$ cat src/rtl/led_seq_gen_if.sv
// Control and LED-drive bundle between a pattern controller and led_seq_gen.
// LED_NUM must match the LED_NUM of the led_seq_gen instance it connects to.
interface led_seq_gen_if #(
  parameter int LED_NUM = 4
);
  logic               valid;
  logic [1:0]         mode;
  logic [1:0]         speed;
  logic [LED_NUM-1:0] led;
  logic               step;

  modport master (output valid, mode, speed, input led, step);
  modport slave  (input valid, mode, speed, output led, step);
endinterface

$ cat src/rtl/led_seq_gen.sv
// LED pattern sequencer: run down / run up / ping-pong / blink-all at a
// programmable step period, with a one-cycle step strobe.
//
// state    | meaning
// ST_IDLE  | valid low or just out of reset; LEDs off, next valid edge loads the start pattern
// ST_RUN   | pattern running; counter times the hold, mode change restarts the pattern
module led_seq_gen #(
  parameter int LED_NUM     = 4,
  parameter int STEP_CYCLES = 10_000_000,
  parameter int CNT_W       = 24
) (
  input  logic            sys_clk,
  input  logic            rst_n,
  led_seq_gen_if.slave    bus
);

  typedef enum logic {ST_IDLE, ST_RUN} state_t;

  localparam logic [1:0] MODE_DOWN  = 2'b00;
  localparam logic [1:0] MODE_UP    = 2'b01;
  localparam logic [1:0] MODE_PING  = 2'b10;
  localparam logic [1:0] MODE_BLINK = 2'b11;

  state_t             r_state;
  logic [LED_NUM-1:0] r_led;
  logic               r_step;
  logic [CNT_W-1:0]   r_cnt;
  logic               r_dir;     // ping-pong direction: 0 = toward LSB, 1 = toward MSB
  logic [1:0]         r_mode_q;

  logic [CNT_W-1:0]   w_period;
  logic [CNT_W-1:0]   w_period_m1;
  logic [LED_NUM-1:0] w_init;
  logic [LED_NUM-1:0] w_next;
  logic               w_dir_next;

  assign w_period    = CNT_W'(STEP_CYCLES) >> bus.speed;
  assign w_period_m1 = w_period - CNT_W'(1);

  always_comb begin
    w_init = '0;
    case (bus.mode)
      MODE_UP:    w_init[0] = 1'b1;
      MODE_BLINK: w_init = '1;
      default:    w_init[LED_NUM-1] = 1'b1;
    endcase
  end

  // Rotations are written as shift-or so a single LED simply holds.
  always_comb begin
    w_next     = r_led;
    w_dir_next = r_dir;
    case (r_mode_q)
      MODE_DOWN:  w_next = (r_led >> 1) | (r_led << (LED_NUM - 1));
      MODE_UP:    w_next = (r_led << 1) | (r_led >> (LED_NUM - 1));
      MODE_PING: begin
        if (LED_NUM > 1) begin
          if (!r_dir) begin
            w_next     = r_led >> 1;
            w_dir_next = w_next[0];
          end else begin
            w_next     = r_led << 1;
            w_dir_next = ~w_next[LED_NUM-1];
          end
        end
      end
      default:    w_next = ~r_led;
    endcase
  end

  always_ff @(posedge sys_clk or negedge rst_n) begin
    if (!rst_n) begin
      r_state  <= ST_IDLE;
      r_led    <= '0;
      r_step   <= 1'b0;
      r_cnt    <= '0;
      r_dir    <= 1'b0;
      r_mode_q <= MODE_DOWN;
    end else if (!bus.valid) begin
      r_state  <= ST_IDLE;
      r_led    <= '0;
      r_step   <= 1'b0;
      r_cnt    <= '0;
      r_dir    <= 1'b0;
      r_mode_q <= bus.mode;
    end else if (r_state == ST_IDLE || bus.mode != r_mode_q) begin
      r_state  <= ST_RUN;
      r_led    <= w_init;
      r_step   <= 1'b0;
      r_cnt    <= '0;
      r_dir    <= 1'b0;
      r_mode_q <= bus.mode;
    end else if (r_cnt >= w_period_m1) begin
      // >= so a speed-up takes effect on the very next edge
      r_cnt  <= '0;
      r_led  <= w_next;
      r_dir  <= w_dir_next;
      r_step <= 1'b1;
    end else begin
      r_cnt  <= r_cnt + CNT_W'(1);
      r_step <= 1'b0;
    end
  end

  assign bus.led  = r_led;
  assign bus.step = r_step;

endmodule
$ cat src/flat_wrapper.sv
// flat-port wrapper written by rule: the top's interface ports become plain ports
module led_seq_gen_flat 
#(
  parameter int LED_NUM     = 4,
  parameter int STEP_CYCLES = 10_000_000,
  parameter int CNT_W       = 24
)
  (sys_clk, rst_n, bus_valid, bus_mode, bus_speed, bus_led, bus_step);
  led_seq_gen_if #(.LED_NUM(LED_NUM)) bus_i ();
  input  logic sys_clk;
  input  logic rst_n;
  input wire logic [$bits(bus_i.valid)-1:0] bus_valid;
  input wire logic [$bits(bus_i.mode)-1:0] bus_mode;
  input wire logic [$bits(bus_i.speed)-1:0] bus_speed;
  output wire logic [$bits(bus_i.led)-1:0] bus_led;
  output wire logic [$bits(bus_i.step)-1:0] bus_step;
  assign bus_i.valid = bus_valid;
  assign bus_i.mode = bus_mode;
  assign bus_i.speed = bus_speed;
  assign bus_led = bus_i.led;
  assign bus_step = bus_i.step;
  led_seq_gen #(.LED_NUM(LED_NUM), .STEP_CYCLES(STEP_CYCLES), .CNT_W(CNT_W)) u_core (.sys_clk(sys_clk), .rst_n(rst_n), .bus(bus_i));
endmodule
$ cat config.mk
export PLATFORM = sky130hd
export DESIGN_NAME = led_seq_gen_flat
export DESIGN_NICKNAME = d
export VERILOG_FILES = /design/src/rtl/led_seq_gen_if.sv /design/src/rtl/led_seq_gen.sv /design/src/flat_wrapper.sv
export SDC_FILE = /design/constraint.sdc
export NUM_CORES = 1
export LEC_CHECK = 0
export ABC_AREA = 1
export CELL_PAD_IN_SITES_DETAIL_PLACEMENT = 0
export CELL_PAD_IN_SITES_GLOBAL_PLACEMENT = 1
export CORE_AREA = 2 2 78 80
export CTS_BUF_LIST = sky130_fd_sc_hd__clkbuf_16
export CTS_CLUSTER_SIZE = 40
export DETAILED_ROUTE_END_ITERATION = 10
export DIE_AREA = 0 0 80 82
export GPL_ROUTABILITY_DRIVEN = 0
export GPL_TIMING_DRIVEN = 0
export PLACE_DENSITY = 0.9
export SLEW_MARGIN = 20
export SYNTH_ARGS = -nofsm -noshare
export SYNTH_HDL_FRONTEND = slang
export SYNTH_SLANG_ARGS = --single-unit
$ cat constraint.sdc
create_clock -name sys_clk -period 2.4 [get_ports sys_clk]
set_clock_uncertainty 0.1 [all_clocks]
set_input_delay 0.48 -clock sys_clk [delete_from_list [all_inputs] [get_ports sys_clk]]
set_output_delay 0.48 -clock sys_clk [all_outputs]
set_load 0.05 [all_outputs]
## Word-level counts from Yosys, hierarchy flattened

Index checks and enable logic that the tools add are counted.

- Logic and storage cells: 50
- Input port bits: 7
- Output and inout bits: 5
- Register bits: 33

- Bitwise gates (word level): 5
- $lt $le $gt $ge: 1
- Equality and inequality tests: 8
- Shift-type cells: 1
- $add $sub $neg: 2
- Reduce and logical (&&, ||, !) cells: 4
- Muxes and demuxes: 23

Operators with widths:

| cell | count |
|---|---|
| $mux 24 | 3 |
| $add 24x1->24 const B | 1 |
| $ge 24x24->1 | 1 |
| $shr 24x2->24 const A | 1 |
| $sub 24x1->24 const B | 1 |
| $mux 4 | 4 |
| $mux 1 | 12 |
| $pmux 4 s3 | 1 |
| $mux 2 | 3 |
| $ne 3x1->1 const B | 2 |
| $eq 2x1->1 const B | 2 |
| $eq 2x2->1 const B | 2 |
| $not 4->4 | 1 |
| $or 3x4->4 | 1 |
| $or 4x1->4 | 1 |
| $logic_not 2->1 | 1 |
| $ne 2x1->1 const B | 1 |
| $ne 2x2->1 | 1 |
| $not 1->1 | 2 |
| $reduce_and 2->1 | 1 |
| $reduce_or 2->1 | 1 |
| $logic_or 1x1->1 | 1 |

## Logic depth before layout (Yosys ltp)

- Word-level depth: 6
- Gate-level depth with buffers: 19
- Mapped depth without buffers: 18

## Least setup slack after synthesis

OpenSTA, ideal clock, no wires.

- Kind: input -> register
- Start: input port bus_speed[0]
- End: register u_core.r_led[2], in the netlist u_core.bus.led[2]
- Setup slack: -56 ps
- Library setup time: 118 ps
- Data arrival time: 2,238 ps
- Buffers on the path: 1
- Data required time: 2,182 ps
- Stages: 17
- Cell sequence: inv_1 -> ha_1 -> inv_1 -> ha_1 -> nand4_1 -> o22ai_1 -> ha_1 -> nand2_1 -> nor2_1 -> nand2_1 -> nor2_1 -> nand2_1 -> nand4_1 -> buf_4 -> clkinv_4 -> nand2_1 -> nand2_1

- Cells in the longest elaborated chain, start to end: 4

RTL lines:

| element | line | RTL |
|---|---|---|
| start: declaration | flat_wrapper.sv:14 | `input wire logic [$bits(bus_i.speed)-1:0] bus_speed;` |
| $shr 24x2->24 | led_seq_gen.sv:37 | `assign w_period = CNT_W'(STEP_CYCLES) >> bus.speed;` |
| $sub 24x1->24 | led_seq_gen.sv:38 | `assign w_period_m1 = w_period - CNT_W'(1);` |
| $ge 24x24->1 | led_seq_gen.sv:93 | `end else if (r_cnt >= w_period_m1) begin` |
| $ne 3x1->1 (no line) | - |  |
| end signal: assignment | led_seq_gen.sv:88 | `r_led <= w_init;` |
| end signal: assignment | led_seq_gen.sv:96 | `r_led <= w_next;` |
| end: declaration | led_seq_gen.sv:25 | `logic [LED_NUM-1:0] r_led;` |

Every way passes these cells.
A chain may end at the register's enable or synchronous reset.

## Worst setup path in the final report

- Start: input port bus_speed[0]
- End: register u_core.r_cnt[14]

- Cells in the longest elaborated chain, start to end: 6

RTL lines:

| element | line | RTL |
|---|---|---|
| $shr 24x2->24 | led_seq_gen.sv:37 |  |
| $sub 24x1->24 | led_seq_gen.sv:38 |  |
| $ge 24x24->1 | led_seq_gen.sv:93 |  |
| $mux 24 | led_seq_gen.sv:93 |  |
| $mux 24 | led_seq_gen.sv:86 | `end else if (r_state == ST_IDLE \|\| bus.mode != r_mode_q) begin` |
| $mux 24 | led_seq_gen.sv:79 | `end else if (!bus.valid) begin` |
| end signal: assignment | led_seq_gen.sv:100 | `r_cnt <= r_cnt + CNT_W'(1);` |
| end: declaration | led_seq_gen.sv:27 | `logic [CNT_W-1:0] r_cnt;` |

Every way passes these cells.

==> flow_summary.ini <==
[synth]
ys_ff_latch = 33
ys_top_cells_by_area = dfrtp_1 33%, ha_1 14%, nand2_1 13%, nor2_1 8.4%, inv_1 6.4%
synth-simple-area-share_pct = 34.3
syn-cell-area_sq_um = 2520
synth_top_family_by_area = simple AND/OR/NAND/NOR gates
syn_inst = 345
yosys.area.top_type = dfrtp_1
synth_mux_area_share_pct = 0
yosysSeqAreaShare_pct = 32.8
synth_top_area_share_pct = 32.8
synthDistinctLibCells = 33
ys.warnings.count = 0
synth_compound_area_share_pct = 6.41
avgSynthCellArea_sq_um = 7.29
syn_nets = 381
synthAdderAreaFrac_pct = 14.4
synthXorXnorAreaFrac_pct = 3.83

[timing]
report.final.slew_viol_count = 0
worst_slew_pin_slew_ps = 511
max_clock_freq_mhz = 439
period_share_pct = 95.0
timing.final.hold_violations = 0
grt_setup_unrepaired = yes
maxSlewHeadroom_pct = 65.6
finalSetupViolCount = 0
fin_crit_ps = 2280
fin_ws_ps = 120

[final_layout]
final_core_util_pct = 53.9
fin_nets = 408
drive_gt1_share_pct = 14.7
syn_to_final_growth_pct = 23.0
fillers = 565
diodes = 0

[route]
vias = 2223
drc = 0
drt_iter0_markers = 99
avgViaCountPerCell = 4.96
routedWlPerCell_microns = 13.4
wirelength_mm = 5.99
dr.pass1.iters = 4
detail-route-antenna-nets = 0

[die]
core_area_sq_um = 5750
die_area_sq_um = 6560
die_w_microns = 80
start_util_pct = 43.8
die_y_microns = 82
rows = 28
io-pin-count = 12

[clock_tree]
cts-root-buf = clkbuf_16
cts_tree = built
clkLatencyLatePin_ps = 270
cts_num_sinks = 33
clkTransAtPathRegs_ps = 50
clk_path_buf_depth = 2
cts_buffers = 5
htree_levels = 2

[critical_path]
required_ps = 2510
worstPathArrival_ps = 2390
crit_end = u_core.r_cnt[14]
regToRegSetupSlack_ps = 380
worstPathMaxFanout = 5
cp_slowest_stage_delay_ps = 290
endpoint_kind = register
r2r_end = u_core.r_cnt[18]
crit_chain = buf_12 > inv_6 > ha_4 > inv_4 > ha_4 > nand4_1 > o22ai_2 > ha_1 > nand2_1 > inv_1 > nand2_1 > nand2_1 > nand2_1 > nand2_1 > nand2_1 > nand4_1 > buf_6 > buf_8 > inv_8 > nand2_4 > nor2_1
path_delay_family = simple AND/OR/NAND/NOR gates
cp_common_cell = nand2_1
start_kind = input pin
path_class = in2reg
crit_slowest_cell = ha_1
r2r-start = u_core.r_cnt[15]
crit_cells = 21
cp-startpoint = bus_speed[0]
critPathBufInv = 7
reg2reg_depth = 10

[grt]
antenna_found_initial = 0
grt_max_degree = 23
grt_overflow = 0
grt_pass1_vias = 2089
grtUsageTotal_pct = 20.1
grt_pass1_wl_mm = 10.0

[run_status]
status = finished clean

[worst_hold_path]
hp-class = in2async

[power]
peakVddDrop_v = 0.000308
powerDensity_nw_per_um2 = 446
p_leak_nw = 1.40

[place]
io_buffer_count = 11
hpwlAfterDp_mm = 4.67
dp_worst_setup_slack_ps = -898

[flow_run]
cap_violations = 0
[power by group]
group	total (mW)	switching (mW)	leakage, nW	internal [mW]
Sequential	0.582	0.0144	0.450	0.567
Clock	0.592	0.220	0.0776	0.372
Combinational	0.206	0.120	0.872	0.0853
Total	1.38	0.355	1.40	1.02
[Yosys cell counts, drive strengths merged]
cell and instances:
a21o 1, a21oi 11, a22oi 1, a31oi 2, and3 1, buf 3, clkbuf 3, clkinv 1
dfrtp 33, ha 29, inv 45, nand2 89, nand3 14, nand3b 1, nand4 9, nor2 59
nor3 18, nor3b 1, o211ai 1, o21a 1, o21ai 8, o22ai 2, o31ai 1, xnor2 4
xor2 7
[repair_timing]
item                                    CTS  global route
endpoints found under the setup margin   30            29
hold buffers                              0             0
buffers inserted                          3             4
gates cloned                              1             0
pin swaps                                 1            13
gates resized for setup                  21            32
[state kept, by name (all words and copies together) (netlist names)]
| name | count |
|---|---|
| u_core.r_state | 1 |
| u_core.bus.led | 4 |
| u_core.r_cnt | 24 |
| u_core.bus.step | 1 |
| u_core.r_dir | 1 |
| u_core.r_mode_q | 2 |
[metal layers]
layer  share of wire (%)  track usage [%]  up-vias
met5                   0                0        -
met4                 1.3             6.27        0
met3                 3.6             3.52        8
met2                  48             33.5       36
met1                  47             26.8     1018
li1                    -                -     1161
[placed cells by master, fill, tap and decap left out, types with 2 or more instances in the layout]
cell              n
nor3_2            8
dfrtp_1          33
buf_6             5
buf_4             5
xor2_1            7
nor2_2            4
ha_4              4
nand4_1           9
clkbuf_16         5
clkdlybuf4s50_1   8
inv_4             3
a21oi_1          11
nand2_2           3
nor2_1           53
nand3_1          13
inv_1            42
xnor2_1           4
clkbuf_1          3
o21ai_0           7
nor2_4            2
buf_12            2
a31oi_1           2
inv_2             2
nand2_1          85
ha_1             24
nor3_1            9
[per-stage QoR]
stage          setup TNS [ps]  instances  instance area (sq um)  power, mW  hold slack (ps)
5_1_grt                  -544        448                   3100       1.44             22.8
2_1_floorplan               0        345                   2520      0.694             84.4
3_5_place_dp           -25400        432                   2750      0.762              301
4_1_cts                     0        444                   2950       1.36             10.7
3_3_place_gp           -23790        431                   2730      0.754              379
6_report                    0        448                   3100       1.38             3.38
[cell type report]
cell class | count | area [sq um] | share of cell area, %
Multi-Input combinational cell | 260 | 1570 | 50.8
Sequential cell | 33 | 826 | 26.7
Timing Repair Buffer | 20 | 228 | 7.36
Inverter | 46 | 193 | 6.22
Clock buffer | 5 | 125 | 4.04
Tap cell | 75 | 93.8 | 3.03
Buffer | 6 | 45.0 | 1.46
Clock inverter | 3 | 11.3 | 0.364
[logic make-up (layout without fill, tap and decap cells)]
family	Yosys count	after routing
xor+xnor	11	11
fa+ha+maj	29	29
simple gates	192	192
flops	33	33
buf+inv	52	80
compound gates	28	28
[worst min path at each step]
stage,to,startpoint,slack (ps)
floorplan,u_core.bus.led[0],rst_n,80
global placement,u_core.r_cnt[0],u_core.r_cnt[0],380
detailed placement,u_core.r_cnt[3],rst_n,300
CTS,u_core.r_cnt[3],rst_n,10
global route,u_core.r_cnt[2],rst_n,20
finish,u_core.r_cnt[3],rst_n,3
[worst reg2reg max path, delay by kind of cell, from the launching register on]
kind / cells / cell delay (ps)
AND/OR/NAND/NOR: 7 / 650
flip-flops: 1 / 480
adder cells (fa/ha/maj): 1 / 350
buffers and inverters: 2 / 330
Note: power is estimated with default switching activity, not from simulation.
==> RTL change 1 (config.mk and constraints unchanged) <==
`LED_NUM` is set to 4 in 3 places; all go to 8.
--- a/src/rtl/led_seq_gen_if.sv
+++ b/src/rtl/led_seq_gen_if.sv
@@ -1,7 +1,7 @@
 // Control and LED-drive bundle between a pattern controller and led_seq_gen.
 // LED_NUM must match the LED_NUM of the led_seq_gen instance it connects to.
 interface led_seq_gen_if #(
-  parameter int LED_NUM = 4
+  parameter int LED_NUM = 8
 );
   logic               valid;
   logic [1:0]         mode;
--- a/src/rtl/led_seq_gen.sv
+++ b/src/rtl/led_seq_gen.sv
@@ -5,7 +5,7 @@
 // ST_IDLE  | valid low or just out of reset; LEDs off, next valid edge loads the start pattern
 // ST_RUN   | pattern running; counter times the hold, mode change restarts the pattern
 module led_seq_gen #(
-  parameter int LED_NUM     = 4,
+  parameter int LED_NUM     = 8,
   parameter int STEP_CYCLES = 10_000_000,
   parameter int CNT_W       = 24
 ) (
--- a/src/flat_wrapper.sv
+++ b/src/flat_wrapper.sv
@@ -1,7 +1,7 @@
 // flat-port wrapper written by rule: the top's interface ports become plain ports
 module led_seq_gen_flat 
 #(
-  parameter int LED_NUM     = 4,
+  parameter int LED_NUM     = 8,
   parameter int STEP_CYCLES = 10_000_000,
   parameter int CNT_W       = 24
 )
Ports: changed (resized bus_led); port bits go from 12 to 16. The function was not compared with the original's and may differ.
==> RTL change 1 against the original RTL <==
- sequential cell count rose by 4
- critical path depth fell by 7
- routed wire length rose by 4.6%
- synthesized area rose by 8.6%
- design area rose by 4.4%
- register-to-register slack got worse by 0.04 ns
- worst setup slack improved by 0.0055 ns
- maximum frequency rose by 0.24%
- total power rose by 11%
- largest power group is now sequential cells
==> RTL change 1: results (changes against the original RTL) <==
Status = complete, no violations (unchanged)
Top post-synthesis cells by area = dfrtp_1 34%, nand2_1 15%, ha_1 12% (was dfrtp_1 33%, ha_1 14%, nand2_1 13%)
Adder-cell area share of the yosys netlist = 12.4% (was 14.4%)
Post-Place Cells = 470 (was 432)
ClkCell Share = 4.26% (was 4.41%)
Final #Nets = 440 (was 408)
Multi-input gates = 290 (was 260)
Fraction of layout cells with a size suffix above 1 = 9.83% (was 14.7%)
Vias per cell = 4.96 (about the same)
Non-Clock Buffer Area Fraction = 8.32% (was 8.81%)
Fillers = 563 (was 565)
Global Route Usage Sum = 21.1% (was 20.1%)
Setup WS pre-CTS = -0.840 ns (was -0.898 ns)
Post-synthesis sequential area ratio = 33.9% (was 32.8%)
Fraction of area in registers = 28.6% (was 26.7%)
Cts repair resizes = 17 (was 21)
DP Area = 2990 um2 (was 2750 um2)
Post-DP HPWL = 4770 um (was 4670 um)
WHS = 0.371 ns (was 0.00338 ns)
Fmax = 440 MHz (was 439 MHz)
Inverters = 44 (was 46)
Sw frac = 28.0% (was 25.7%)
Worst path arrival time = 2.35 ns (was 2.39 ns)
Bufs w/o clock = 28 (was 26)
Sink Count = 37 (was 33)
Top cells by count, synth = 111 x nand2_1, 57 x nor2_1, 42 x inv_1 (was 86 x nand2_1, 56 x nor2_1, 43 x inv_1)
P_leak = 1.51 nW (was 1.40 nW)
Compound-cell area share of the yosys netlist = 7.65% (was 6.41%)
Seq. pwr = 660 uW (was 582 uW)
DRT iter0 DRCs = 163 (was 99)
DR WL/cell = 13.0 um (was 13.4 um)
Fraction of area in multi-input gates = 50.4% (was 50.8%)
Mapped Cells = 379 (was 345)
Post-Syn Nets = 413 (was 381)
Largest net degree at the start of global routing = 28 (was 23)
Hold crit path type = reg2reg (was in2async)
Reg2Reg Setup Slack = 0.34 ns (was 0.38 ns)
Port Buf Inserts = 15 (was 11)
Finished Core Util = 56.3% (was 53.9%)
Relative slew slack = 66.7% (was 65.6%)
Crit-path slowest cell = ha_4 (was ha_1)
==> RTL change 1: path summary, 6_finish.rpt <==
path,cells past startpoint,end,from
hold reg to reg,1,u_core.r_cnt[0]$_DFF_PN0_,u_core.r_cnt[0]$_DFF_PN0_
hold / removal,1,u_core.r_cnt[0]$_DFF_PN0_,u_core.r_cnt[0]$_DFF_PN0_
setup / recovery,14,u_core.r_dir$_DFFE_PN0P_,bus_speed[0]
min in group asynchronous,2,u_core.r_cnt[5]$_DFF_PN0_,rst_n
setup reg to reg,9,u_core.r_dir$_DFFE_PN0P_,u_core.r_cnt[15]$_DFF_PN0_
max in group asynchronous,3,u_core.r_mode_q[1]$_DFFE_PN0P_,rst_n
==> RTL change 1: metal layers <==
layer | up-vias | GRT usage [%] | routed length, um
li1 | 1265 | - | -
met2 | 27 | 32.9 | 2820
met4 | 0 | 5.42 | 63
met3 | 6 | 3.63 | 139
met5 | - | 0 | 0
met1 | 1091 | 30.3 | 3240
==> RTL change 2 (same flow settings) <==
Without the edit above. Reset style: synchronous (`rst_n`), changed in one clocked block.
--- a/src/rtl/led_seq_gen.sv
+++ b/src/rtl/led_seq_gen.sv
@@ -68,7 +68,7 @@
     endcase
   end
 
-  always_ff @(posedge sys_clk or negedge rst_n) begin
+  always_ff @(posedge sys_clk) begin
     if (!rst_n) begin
       r_state  <= ST_IDLE;
       r_led    <= '0;
Function: differs if rst_n is asserted again (counterexample within 4 cycles, from zero or initial values and one cycle with rst_n low); with rst_n held inactive, the same outputs for 10 cycles.
==> RTL change 2 against the original RTL <==
- total power rose by 1.7%
- sequential cell count did not move
- worst setup slack improved by 0.035 ns
- sequential power shrank 3.6%
- routed wire length decreased by 9.5%
- design area is 11% lower
- synthesized area fell by 6.7%
- clock power up 21%
- largest cell class unchanged
- largest power group unchanged
==> RTL change 2: results (changes against the original RTL) <==
Status = complete, no violations (unchanged)
Hold crit path type = reg2reg (was in2async)
Setup WS pre-CTS = -1.09 ns (was -0.898 ns)
Global Route Usage Sum = 19.0% (was 20.1%)
DR WL/cell = 12.1 um (was 13.4 um)
DP Area = 2550 um2 (was 2750 um2)
Crit. Startpoint = bus_speed[1] (was bus_speed[0])
Fraction of layout cells with a size suffix above 1 = 12.1% (was 14.7%)
Top post-synthesis cells by area = dfxtp_1 28%, nand2_1 16%, ha_1 14% (was dfrtp_1 33%, ha_1 14%, nand2_1 13%)
Post-synthesis sequential area ratio = 28.1% (was 32.8%)
Worst path arrival time = 2.36 ns (was 2.39 ns)
Worst setup endpoint = u_core.r_cnt[8]$_SDFF_PP0_ (was u_core.r_cnt[14]$_DFF_PN0_)
Multi-input gates = 262 (was 260)
Post-synth ARST share = 0% (was 100%)
Crit-path slowest cell = ha_4 (was ha_1)
Final #Nets = 405 (was 408)
ClkCell Share = 5.79% (was 4.41%)
Register Area = 661 um2 (was 826 um2)
Bufs w/o clock = 15 (was 26)
Finished Core Util = 48.1% (was 53.9%)
Post-Syn Nets = 385 (was 381)
Inverters = 54 (was 46)
Area of the multi-input gates = 1500 um2 (was 1570 um2)
Worst-margin pin slew = 0.496 ns (was 0.511 ns)
First-pass GRT wire length = 9540 um (was 10000 um)
Fraction of area in registers = 23.9% (was 26.7%)
DRT iter0 DRCs = 146 (was 99)
CP max FO = 10 (was 5)
Synth Area per Inst = 6.69 um2 (was 7.29 um2)
P_leak = 1.20 nW (was 1.40 nW)
Vias per cell = 4.87 (was 4.96)
Fmax = 445 MHz (was 439 MHz)
Synth unique cells = 26 (was 33)
Post-CTS Setup Bufs = 1 (was 3)
Non-Clock Buffer Area Fraction = 5.39% (was 8.81%)
VDD IR max = 0.240 mV (was 0.308 mV)
## RTL change 2: changes by cell type after synthesis, sizes merged, moves of 3 or more
cell | before | now
a21oi | 11 | 24
clkbuf | 3 | 0
dfrtp | 33 | 0
dfxtp | 0 | 33
inv | 45 | 54
nand2 | 89 | 100
nor2 | 59 | 52
nor3 | 18 | 7
o21ai | 8 | 15
or2 | 0 | 6
xor2 | 7 | 3
## RTL change 2: power by group
part | internal [mW] | switching, mW
Sequential | 0.554 | 0.00696
Clock | 0.481 | 0.233
Combinational | 0.0479 | 0.0793
## RTL change 2: cell families after synthesis
logic type / Yosys count / share of synthesized area [%]
AOI/OAI and AO/OA: 40 / 9.92
xor gates and xnor gates: 8 / 2.99
adders and majority gates: 27 / 14.4
buffers and inverters: 56 / 9.60
DFF: 33 / 28.1
and+or+nand+nor: 187 / 35.0
## RTL change 2: layer usage
layer  track usage (%)  up-vias  wire length, um
met1              26.3      979             2760
met2              30.0       34             2360
met4              6.27        0               97
met5                 0        -                0
met3              3.41        9              200
li1                  -     1151                -
